### src/rtl/div_pkg.sv
// Shared types and constants for the iterative radix-2 divider.
// Imported by the divider top level and its per-cycle step logic.
package div_pkg;

  localparam int DIV_W     = 32;
  localparam int DIV_STEPS = 32;
  localparam int CNT_W     = 6;

  localparam logic [DIV_W-1:0] DIV_BY_ZERO_Q = 32'hFFFFFFFF;
  localparam logic [CNT_W-1:0] LAST_STEP     = CNT_W'(DIV_STEPS - 1);

  typedef enum logic [1:0] {
    IDLE,
    BUSY,
    DONE
  } div_state_t;

  // Magnitude of an operand; unsigned operands pass through untouched.
  function automatic logic [DIV_W-1:0] absVal(input logic [DIV_W-1:0] value,
                                              input logic             isSigned);
    return (isSigned && value[DIV_W-1]) ? (~value + 1'b1) : value;
  endfunction

  function automatic logic [DIV_W-1:0] negIf(input logic [DIV_W-1:0] value,
                                             input logic             doNeg);
    return doNeg ? (~value + 1'b1) : value;
  endfunction

endpackage

### src/rtl/div_step.sv
// One restoring-division step: shift {rem, quo} left, trial-subtract the divisor,
// and keep the difference (setting the quotient LSB) when it is non-negative.
module div_step
  import div_pkg::*;
(
  input  logic [DIV_W:0]   rem_i,
  input  logic [DIV_W-1:0] quo_i,
  input  logic [DIV_W-1:0] divisor_i,
  output logic [DIV_W:0]   rem_o,
  output logic [DIV_W-1:0] quo_o
);

  logic [DIV_W+1:0] shiftRem;
  logic [DIV_W+1:0] trialRem;
  logic [DIV_W-1:0] shiftQuo;

  // The extra top bit of the trial result acts as the borrow/sign flag.
  always_comb begin
    shiftRem = {rem_i, quo_i[DIV_W-1]};
    shiftQuo = {quo_i[DIV_W-2:0], 1'b0};
    trialRem = shiftRem - {2'b00, divisor_i};
    rem_o    = shiftRem[DIV_W:0];
    quo_o    = shiftQuo;
    if (!trialRem[DIV_W+1]) begin
      rem_o    = trialRem[DIV_W:0];
      quo_o[0] = 1'b1;
    end
  end

endmodule

### src/rtl/div_unit.sv
// Iterative DIV/DIVU unit for EX: one restoring step per cycle, sign fix on the
// final step, and a held result until the pipeline acknowledges it.
module div_unit
  import div_pkg::*;
(
  input  logic             clk_i,
  input  logic             rst_i,
  input  logic             start_i,
  input  logic             signed_i,
  input  logic             annul_i,
  input  logic             ack_i,
  input  logic [DIV_W-1:0] dividend_i,
  input  logic [DIV_W-1:0] divisor_i,
  output logic             div_stall_o,
  output logic             done_o,
  output logic [DIV_W-1:0] quotient_o,
  output logic [DIV_W-1:0] remainder_o
);

  div_state_t       state_q;
  logic [CNT_W-1:0] cnt_q;
  logic [DIV_W:0]   rem_q;
  logic [DIV_W-1:0] quo_q;
  logic [DIV_W-1:0] divisor_q;
  logic             negQuo_q;
  logic             negRem_q;
  logic             done_q;
  logic [DIV_W-1:0] quotient_q;
  logic [DIV_W-1:0] remainder_q;

  logic [DIV_W:0]   stepRem_d;
  logic [DIV_W-1:0] stepQuo_d;

  div_step u_step (
    .rem_i     (rem_q),
    .quo_i     (quo_q),
    .divisor_i (divisor_q),
    .rem_o     (stepRem_d),
    .quo_o     (stepQuo_d)
  );

  // Annul beats everything, including an ack in the same cycle, and leaves
  // the result registers untouched so no partial result ever escapes.
  always_ff @(posedge clk_i or negedge rst_i) begin
    if (!rst_i) begin
      state_q     <= IDLE;
      cnt_q       <= '0;
      rem_q       <= '0;
      quo_q       <= '0;
      divisor_q   <= '0;
      negQuo_q    <= 1'b0;
      negRem_q    <= 1'b0;
      done_q      <= 1'b0;
      quotient_q  <= '0;
      remainder_q <= '0;
    end else if (annul_i) begin
      state_q <= IDLE;
      cnt_q   <= '0;
      done_q  <= 1'b0;
    end else begin
      case (state_q)
        IDLE: begin
          if (start_i) begin
            if (divisor_i == '0) begin
              state_q     <= DONE;
              done_q      <= 1'b1;
              quotient_q  <= DIV_BY_ZERO_Q;
              remainder_q <= dividend_i;
            end else begin
              state_q   <= BUSY;
              cnt_q     <= '0;
              rem_q     <= '0;
              quo_q     <= absVal(dividend_i, signed_i);
              divisor_q <= absVal(divisor_i, signed_i);
              negQuo_q  <= signed_i & (dividend_i[DIV_W-1] ^ divisor_i[DIV_W-1]);
              negRem_q  <= signed_i & dividend_i[DIV_W-1];
            end
          end
        end
        BUSY: begin
          rem_q <= stepRem_d;
          quo_q <= stepQuo_d;
          cnt_q <= cnt_q + 1'b1;
          if (cnt_q == LAST_STEP) begin
            state_q     <= DONE;
            done_q      <= 1'b1;
            quotient_q  <= negIf(stepQuo_d, negQuo_q);
            remainder_q <= negIf(stepRem_d[DIV_W-1:0], negRem_q);
          end
        end
        DONE: begin
          // A still-asserted start is ignored here so the same instruction never reruns.
          if (ack_i) begin
            state_q <= IDLE;
            done_q  <= 1'b0;
          end
        end
        default: begin
          state_q <= IDLE;
          done_q  <= 1'b0;
        end
      endcase
    end
  end

  assign div_stall_o = start_i & ~annul_i & ((state_q == IDLE) | (state_q == BUSY));
  assign done_o      = done_q;
  assign quotient_o  = quotient_q;
  assign remainder_o = remainder_q;

endmodule

### config.mk
export PLATFORM = sky130hd
export DESIGN_NAME = div_unit
export DESIGN_NICKNAME = d
export VERILOG_FILES = /design/src/rtl/div_pkg.sv /design/src/rtl/div_step.sv /design/src/rtl/div_unit.sv
export SDC_FILE = /design/constraint.sdc
export NUM_CORES = 1
export LEC_CHECK = 0
export CAP_MARGIN = 5
export CELL_PAD_IN_SITES_DETAIL_PLACEMENT = 2
export CELL_PAD_IN_SITES_GLOBAL_PLACEMENT = 2
export CORE_UTILIZATION = 37
export CTS_CLUSTER_DIAMETER = 30
export DETAILED_ROUTE_END_ITERATION = 8
export PLACE_DENSITY_LB_ADDON = 0.1
export SLEW_MARGIN = 20
export SYNTH_ARGS = -nofsm -noshare
export SYNTH_HDL_FRONTEND = slang
export SYNTH_SLANG_ARGS = --single-unit
### constraint.sdc
create_clock -name clk_i -period 9.1 [get_ports clk_i]
set_input_delay 1.82 -clock clk_i [delete_from_list [all_inputs] [get_ports clk_i]]
set_output_delay 1.82 -clock clk_i [all_outputs]
set_load 0.05 [all_outputs]
==> results of run 1 <==
-- final cells by class --
type / count / area [um2]
antenna: 1 / 2.50
clock inverter: 11 / 106
inverter: 55 / 206
timing repair buffer: 151 / 1470
sequential: 172 / 4300
clock buffer: 21 / 480
multi-input combinational: 1222 / 7380
tap: 442 / 553
fill: 3681 / 17900
-- tightest hold or removal path, delay by kind of cell, from the launching register on --
kind / cells / cell delay, ns
compound gates: 1 / 0.06
flops: 1 / 0.35
simple gates: 1 / 0.05
-- sequential cells by signal, summed over array words and instances, names as in the netlist --
| signal | cells |
|---|---|
| quotient_o | 32 |
| divisor_q | 32 |
| state_q | 2 |
| negRem_q | 1 |
| cnt_q | 6 |
| remainder_o | 32 |
| done_o | 1 |
| quo_q | 32 |
| rem_q | 33 |
| negQuo_q | 1 |
-- logic make-up after synthesis --
| group | share of synthesized area [%] |
|---|---|
| XOR/XNOR | 10.2 |
| adder cells (fa/ha/maj) | 3.96 |
| buffers and inverters | 4.44 |
| AND/OR/NAND/NOR | 20.5 |
| AO/OA/AOI/OAI | 23.7 |
| flip-flops | 35.3 |
| multiplexers | 1.99 |
-- power by group --
part / switching [mW] / internal (mW)
clock: 0.337 / 0.409
combinational: 1.60 / 0.876
sequential: 0.156 / 0.893
-- cell usage after synthesis, drive strengths merged (15+ instances only) --
master / n
xor2: 82
o31ai: 29
and3: 15
xnor2: 60
nand3: 19
clkbuf: 68
a21oi: 144
nor3: 30
nor4: 15
a31oi: 32
or4: 15
nor2: 150
dfrtp: 172
nand2: 200
buf: 18
inv: 55
or3: 25
mux2i: 22
o21ai: 188
ha: 37
-- through the flow --
stage / power, mW / hold slack [ns] / utilization, % / cell area, um2 / worst slack, ns
2_1_floorplan: 2.76 / 0.442 / - / 12200 / 3.94
3_3_place_gp: 3.40 / 0.467 / 42.9 / 13900 / 2.83
3_5_place_dp: 3.50 / 0.496 / 42.9 / 13900 / 2.57
4_1_cts: 4.29 / 0.518 / 44.7 / 14500 / 2.48
5_1_grt: 4.56 / 0.543 / 44.7 / 14500 / 2.09
6_report: 4.27 / 0.503 / 44.7 / 14500 / 2.44
-- cells in the final DEF, fill, tap and decap left out, types with 17 or more instances in the layout --
| cell | instances |
|---|---|
| sky130_fd_sc_hd__dfrtp_1 | 172 |
| sky130_fd_sc_hd__a21oi_1 | 143 |
| sky130_fd_sc_hd__o21ai_0 | 181 |
| sky130_fd_sc_hd__clkbuf_16 | 17 |
| sky130_fd_sc_hd__nor2_1 | 148 |
| sky130_fd_sc_hd__nand3_1 | 19 |
| sky130_fd_sc_hd__or3_1 | 24 |
| sky130_fd_sc_hd__ha_1 | 37 |
| sky130_fd_sc_hd__nor3_1 | 30 |
| sky130_fd_sc_hd__a31oi_1 | 32 |
| sky130_fd_sc_hd__xnor2_1 | 60 |
| sky130_fd_sc_hd__inv_1 | 54 |
| sky130_fd_sc_hd__nand2_1 | 200 |
| sky130_fd_sc_hd__clkdlybuf4s50_1 | 134 |
| sky130_fd_sc_hd__xor2_1 | 82 |
| sky130_fd_sc_hd__o31ai_1 | 28 |
| sky130_fd_sc_hd__mux2i_1 | 22 |
-- layer usage --
layer / up-vias / wire, um
met5: - / 0
met3: 32 / 803
met4: 0 / 523
met2: 180 / 21300
met1: 5836 / 19300
li1: 5595 / -
-- how the worst min path moves through the flow --
stage	start	endpoint	slack [ns]	depth (start not counted)
global placement	cnt_q[5]	cnt_q[5]	0.47	1
CTS	remainder_o[3]	remainder_o[3]	0.52	2
detailed placement	remainder_o[3]	remainder_o[3]	0.50	2
finish	remainder_o[3]	remainder_o[3]	0.50	2
floorplan	cnt_q[5]	cnt_q[5]	0.44	1
global route	remainder_o[0]	remainder_o[0]	0.54	2
==> key figures, run 1 <==
Timing
  • Final worst path period need: 6.66 ns
  • Pins Over Slew Limit: 0
  • Final Hold Vio Count: 0
  • Final worst clock skew: 0.00939 ns
  • Part of the cycle the worst path needs: 73.1%
  • Unrepaired setup endpoints after global routing: false
  • Slew at the pin closest to its max-slew limit: 1.06 ns
  • Slew headroom: 29.5%
  • Achievable clock frequency: approximately 150 MHz
  • Final Setup Violations: 0
  • Setup Total Neg Slack: 0 ns

Place
  • Quantity of I/O buffers inserted on ports: between 100 and 150
  • Dpl hpwl: 31.5 mm
  • Placed Instances: 2042
  • Final RePlAce weighted congestion: around 0.8

GRT
  • M3 GR Usage: 2.34%
  • Global routing's busiest layer: met2
  • Overflow after GRT: 0
  • Met1 track demand over resource: approximately a third
  • GRT Overall Usage: 25.6%
  • Met2 layer usage reported by global route: 45.7%
  • Number of antenna violations at the first check in global routing: 0
  • Number of global-route vias before repair: between 10000 and 15000
  • Pin count of the biggest net entering global routing: roughly 80
  • Global-route wire length before repair: 68.5 mm

Clocking
  • Hold bufs inserted after CTS: 0
  • Skew-Pair Late Insertion Delay: 0.45 ns
  • CTS max path bufs: 2
  • Total CTS buffers: 17
  • Clock slew seen by the registers of the worst setup and hold paths: 0.07 ns
  • H-tree depth: 4
  • Resize count post-CTS: 0
  • Post-CTS setup buffers: 0
  • CTS tree: built
  • # clock sinks: 172
  • Root buffer cell: sky130_fd_sc_hd__clkbuf_16

Yosys
  • Synthesized area divided by synthesized cell count: 7.95 um2
  • Synth top area share: 35.3%
  • Most area-hungry cell type in the Yosys netlist: sky130_fd_sc_hd__dfrtp_1
  • Synth area leaders: sky130_fd_sc_hd__dfrtp_1 35%, sky130_fd_sc_hd__o21ai_0 7.4%, sky130_fd_sc_hd__nand2_1 6.2%
  • Number of nets in the synthesized netlist: 1643
  • Gate count after technology mapping: 1535
  • Number of synthesized flops with an enable pin: 0
  • Synth unique cells: between 70 and 80
  • Fraction of synthesis flops using an asynchronous set or reset pin: 100%
  • Seq/Total Area, Yosys: 35.3%
  • Primary flip-flop cell chosen by synthesis mapping: sky130_fd_sc_hd__dfrtp_1
  • #FFs+latches synth: 172
  • Area of the mapped netlist: ~12000 um2
  • Synthesis Warnings: 0

Cells and area
  • Final net count: 1727
  • Area added between synthesis and finish: 18.9%
  • Share of layout cells above drive strength 1: 5.21%
  • Cell Count, Final, Fillers Out: about 2100

Worst setup path
  • Critical Path Source: rem_q[2]
  • Critical path endpoint: remainder_o[30]
  • Arrival time worst endpoint: 6.96 ns
  • Number of buffers and inverters on the critical path: 2
  • Worst reg-to-reg path cell count: 19
  • Maximum fanout along the worst path: 11
  • Worst endpoint required time: 9.41 ns
  • Worst path cell trace: ha_1, o2111ai_2, a2111oi_4, o21ai_2, a2111oi_4, o21a_1, nor2_4, inv_2, mux2i_1, ha_1, inv_1, nor4_1, nor2b_1, o2111ai_1, o31ai_1, o2111ai_1, o31ai_1, xor2_1, o22ai_1
  • Setup slack, reg-to-reg: ~2.4 ns
  • Delay of the slowest cell on the worst path: approximately 0.75 ns
  • Worst flop-to-flop path endpoint: remainder_o[30]
  • Reg-to-reg critical path startpoint: rem_q[2]
  • Element type at the critical path start: flop
  • Slowest cell on crit path: sky130_fd_sc_hd__nor4_1
  • Cell family contributing the most delay on the critical path: compound AO/OA/AOI/OAI gates
  • Logic depth of the worst path, buffers included: 19
  • Kind of critical path: flop to flop
  • Crit path capture type: flop

Die
  • Row Count: 66
  • Core Box Area: 32500 um2
  • Die boundary width: ~180 um
  • I/O pin count: 136
  • Die outline height: roughly 180 um
  • Effective utilization at floorplan: between 30% and 40%
  • Die outline area: 33700 um2

Status
  • Result of the run: finished, final reports clean

Worst hold path
  • Worst min-delay path category: flop to flop

Route
  • DRC violation count after routing: 0
  • DR WL/cell: roughly 20 um
  • Violation count after the first detailed-routing iteration: 408
  • Routed via count divided by cell count: 5.61
  • Count of vias placed by the detailed router: 11600
  • Count of antenna-violating nets left after detailed routing: 0
  • Routed wire length: about 42 mm
  • Number of search-and-repair iterations in the first detailed-routing pass: 4

Pwr
  • Pwr/cell area: 294 nW/um2
  • Largest voltage drop on the vdd net: 174 uV
  • LEAKAGE: 5.92 nW

Job
  • Max-cap violations: 0
Note: power is estimated with default switching activity, not from simulation.
==> inputs of run 2 (changes only) <==
--- a/config.mk
+++ b/config.mk
@@ -8,7 +8,7 @@
 export CAP_MARGIN = 5
 export CELL_PAD_IN_SITES_DETAIL_PLACEMENT = 2
 export CELL_PAD_IN_SITES_GLOBAL_PLACEMENT = 2
-export CORE_UTILIZATION = 37
+export CORE_UTILIZATION = 31
 export CTS_CLUSTER_DIAMETER = 30
 export DETAILED_ROUTE_END_ITERATION = 8
 export PLACE_DENSITY_LB_ADDON = 0.1
==> constraint.sdc (replaced) <==
create_clock -name clk_i -period 5.5 [get_ports clk_i]
set_input_delay 1.1 -clock clk_i [delete_from_list [all_inputs] [get_ports clk_i]]
set_output_delay 1.1 -clock clk_i [all_outputs]
set_load 0.05 [all_outputs]
==> key figures, run 2 (synthesis results as in run 1) <==
GRT
  • Number of antenna violations at the first check in global routing: 1 (was 0)
  • Global-route wire length before repair: 71.1 mm (was 68.5 mm)
  • Number of global-route vias before repair: 12600 (about the same)
  • Overflow after GRT: 0 (unchanged)
  • Pin count of the biggest net entering global routing: 100 (was 78)
  • GRT Overall Usage: 22.3% (was 25.6%)

Cells and area
  • Final net count: 1759 (was 1727)
  • Share of layout cells above drive strength 1: 6.91% (was 5.21%)
  • Max FFs per register: 33 (unchanged)
  • Largest register by flop count: rem_q (unchanged)
  • Most frequent cells in the layout: 200 x sky130_fd_sc_hd__nand2_1, 180 x sky130_fd_sc_hd__o21ai_0, 172 x sky130_fd_sc_hd__dfrtp_1 (was 200 x sky130_fd_sc_hd__nand2_1, 181 x sky130_fd_sc_hd__o21ai_0, 172 x sky130_fd_sc_hd__dfrtp_1)
  • Area added between synthesis and finish: 22.4% (was 18.9%)
  • Most frequent standard cell in the layout excluding fill and tap cells: sky130_fd_sc_hd__nand2_1 (unchanged)
  • Fill cell instance count of the final layout: 4427 (was 3681)

Timing
  • Pins Over Slew Limit: 0 (unchanged)
  • PnR worst setup slack: 0.456 ns (was 2.44 ns)
  • Slew headroom: 30.1% (was 29.5%)
  • Final Setup Violations: 0 (unchanged)
  • Unrepaired setup endpoints after global routing: false (unchanged)
  • Slew at the pin closest to its max-slew limit: 1.05 ns (was 1.06 ns)
  • Setup Total Neg Slack: 0 ns (unchanged)
  • Final worst path period need: 5.04 ns (was 6.66 ns)
  • Achievable clock frequency: 198 MHz (was 150 MHz)
  • Part of the cycle the worst path needs: 91.7% (was 73.1%)
  • Final worst clock skew: 0.0156 ns (was 0.00939 ns)
  • Final Hold Vio Count: 0 (unchanged)

Worst setup path
  • Number of buffers and inverters on the critical path: 4 (was 2)
  • Kind of critical path: flop to flop (unchanged)
  • Cell family contributing the most delay on the critical path: compound AO/OA/AOI/OAI gates (unchanged)
  • Worst reg-to-reg path cell count: 21 (was 19)
  • Critical Path Source: rem_q[10] (was rem_q[2])
  • Crit path capture type: flop (unchanged)
  • Reg-to-reg critical path startpoint: rem_q[10] (was rem_q[2])
  • Setup slack, reg-to-reg: 0.46 ns (was 2.44 ns)
  • Worst path cell trace: ha_1, nand4_1, a2111oi_4, o21ai_2, a2111oi_4, o21a_1, nor2_4, inv_2, mux2i_1, ha_1, inv_1, nor4_1, buf_4, nor2b_1, o2111ai_1, o31ai_1, buf_4, o2111ai_1, o31ai_1, xor2_1, o22ai_1 (was ha_1, o2111ai_2, a2111oi_4, o21ai_2, a2111oi_4, o21a_1, nor2_4, inv_2, mux2i_1, ha_1, inv_1, nor4_1, nor2b_1, o2111ai_1, o31ai_1, o2111ai_1, o31ai_1, xor2_1, o22ai_1)
  • Maximum fanout along the worst path: 7 (was 11)
  • Logic depth of the worst path, buffers included: 21 (was 19)
  • Delay of the slowest cell on the worst path: 0.46 ns (was 0.75 ns)
  • Element type at the critical path start: flop (unchanged)
  • Critical path endpoint: remainder_o[30] (unchanged)
  • Arrival time worst endpoint: 5.38 ns (was 6.96 ns)
  • Worst endpoint required time: 5.83 ns (was 9.41 ns)
  • Slowest cell on crit path: sky130_fd_sc_hd__ha_1 (was sky130_fd_sc_hd__nor4_1)
  • Worst flop-to-flop path endpoint: remainder_o[30] (unchanged)

Clocking
  • H-tree depth: 4 (unchanged)
  • # clock sinks: 172 (unchanged)
  • Clock slew seen by the registers of the worst setup and hold paths: 0.07 ns (about the same)
  • Hold bufs inserted after CTS: 0 (unchanged)
  • Skew-Pair Late Insertion Delay: 0.45 ns (about the same)
  • Root buffer cell: sky130_fd_sc_hd__clkbuf_16 (unchanged)
  • CTS max path bufs: 2 (unchanged)
  • Resize count post-CTS: 0 (unchanged)
  • Total CTS buffers: 17 (unchanged)
  • CTS tree: built (unchanged)
  • Post-CTS setup buffers: 0 (unchanged)

Route
  • Count of antenna-violating nets left after detailed routing: 0 (unchanged)
  • Number of search-and-repair iterations in the first detailed-routing pass: 4 (unchanged)
  • Routed via count divided by cell count: 5.35 (was 5.61)
  • DR WL/cell: 20.3 um (was 20.2 um)
  • DRC violation count after routing: 0 (unchanged)
  • Violation count after the first detailed-routing iteration: 369 (was 408)
  • Routed wire length: 44.3 mm (was 41.9 mm)
  • Count of vias placed by the detailed router: 11700 (was 11600)

Place
  • Final RePlAce weighted congestion: 0.853 (was 0.824)
  • DP Worst Slack: 0.215 ns (was 2.57 ns)
  • Quantity of I/O buffers inserted on ports: 135 (unchanged)
  • Dpl hpwl: 33.9 mm (was 31.5 mm)

Pwr
  • Overall Power: 7.42 mW (was 4.27 mW)
  • Largest voltage drop on the vdd net: 270 uV (was 174 uV)
  • Pwr/cell area: 497 nW/um2 (was 294 nW/um2)
  • LEAKAGE: 6.12 nW (was 5.92 nW)

Die
  • Effective utilization at floorplan: 31.5% (was 37.6%)
  • Row Count: 72 (was 66)
  • Die boundary width: 200 um (was 184 um)
  • Core Box Area: 38700 um2 (was 32500 um2)
  • Die outline height: 200 um (was 184 um)
  • Die outline area: 40200 um2 (was 33700 um2)
  • I/O pin count: 136 (unchanged)

Job
  • Max-cap violations: 0 (unchanged)

Status
  • Result of the run: finished, final reports clean (unchanged)

Worst hold path
  • Worst min-delay path category: flop to flop (unchanged)
[run 2: cell count changes in the layout (fill, tap and decap cells not counted), sizes merged]
cell,before,now
clkinv,4,5
bufinv,1,5
buf,17,49
clkinvlp,3,1
inv,58,57
clkbuf,21,19
[run 2: cell type report]
| cell class | instances | area (um2) | share of cell area, % |
|---|---|---|---|
| multi-input combinational | 1222 | 7370 | 49.4 |
| inverter | 55 | 206 | 1.38 |
| timing repair buffer | 183 | 1740 | 11.6 |
| tap | 518 | 648 | 4.34 |
| sequential | 172 | 4300 | 28.8 |
| antenna | 1 | 2.50 | 0.0168 |
| clock inverter | 13 | 214 | 1.43 |
| clock buffer | 19 | 443 | 2.97 |
[run 2: how the worst min path moves through the flow]
| stage | start | cells after the start | slack (ns) | end |
|---|---|---|---|---|
| after global routing | cnt_q[5] | 1 | 0.50 | cnt_q[5] |
| final | remainder_o[3] | 2 | 0.48 | remainder_o[3] |
| after detailed placement | cnt_q[5] | 1 | 0.47 | cnt_q[5] |
| after CTS | cnt_q[5] | 1 | 0.48 | cnt_q[5] |
| after global placement | remainder_o[2] | 2 | 0.47 | remainder_o[2] |
| after floorplan | cnt_q[5] | 1 | 0.44 | cnt_q[5] |
[run 2: worst register-to-register path: stages, from the launching register on]
cell                        delay [ns]
sky130_fd_sc_hd__dfrtp_1          0.45
sky130_fd_sc_hd__ha_1             0.46
sky130_fd_sc_hd__nand4_1          0.28
sky130_fd_sc_hd__a2111oi_4        0.42
sky130_fd_sc_hd__o21ai_2          0.16
sky130_fd_sc_hd__a2111oi_4        0.44
sky130_fd_sc_hd__o21a_1           0.22
sky130_fd_sc_hd__nor2_4           0.06
sky130_fd_sc_hd__inv_2            0.11
sky130_fd_sc_hd__mux2i_1          0.29
sky130_fd_sc_hd__ha_1             0.24
sky130_fd_sc_hd__inv_1            0.06
sky130_fd_sc_hd__nor4_1           0.30
sky130_fd_sc_hd__buf_4            0.17
sky130_fd_sc_hd__nor2b_1          0.12
sky130_fd_sc_hd__o2111ai_1        0.12
sky130_fd_sc_hd__o31ai_1          0.11
sky130_fd_sc_hd__buf_4            0.19
sky130_fd_sc_hd__o2111ai_1        0.17
sky130_fd_sc_hd__o31ai_1          0.29
sky130_fd_sc_hd__xor2_1           0.18
sky130_fd_sc_hd__o22ai_1          0.09
[run 2: through the flow]
stage	instance area, um2	cells	utilization, %	hold WS [ns]
after CTS	14900	2182	38.5	0.485
after global placement	14300	2150	36.8	0.470
final	14900	2183	38.5	0.483
after detailed placement	14300	2150	36.8	0.471
after global routing	14900	2182	38.5	0.497
after floorplan	12200	1535	-	0.442
[run 2: layer usage]
| metal | routed length (um) | vias up | track usage (%) | part of all wire, % |
|---|---|---|---|---|
| met3 | 1030 | 43 | 2.88 | 2.3 |
| met4 | 1050 | 0 | 7.42 | 2.4 |
| met2 | 21700 | 160 | 38.5 | 49 |
| met1 | 20500 | 5809 | 28.7 | 46 |
| li1 | - | 5660 | - | - |
| met5 | 0 | - | 0 | 0 |
[run 2: report_power, final]
part / internal (mW) / switching, mW
combinational: 1.60 / 2.71
sequential: 1.48 / 0.241
clock: 0.824 / 0.564
total: 3.90 / 3.52
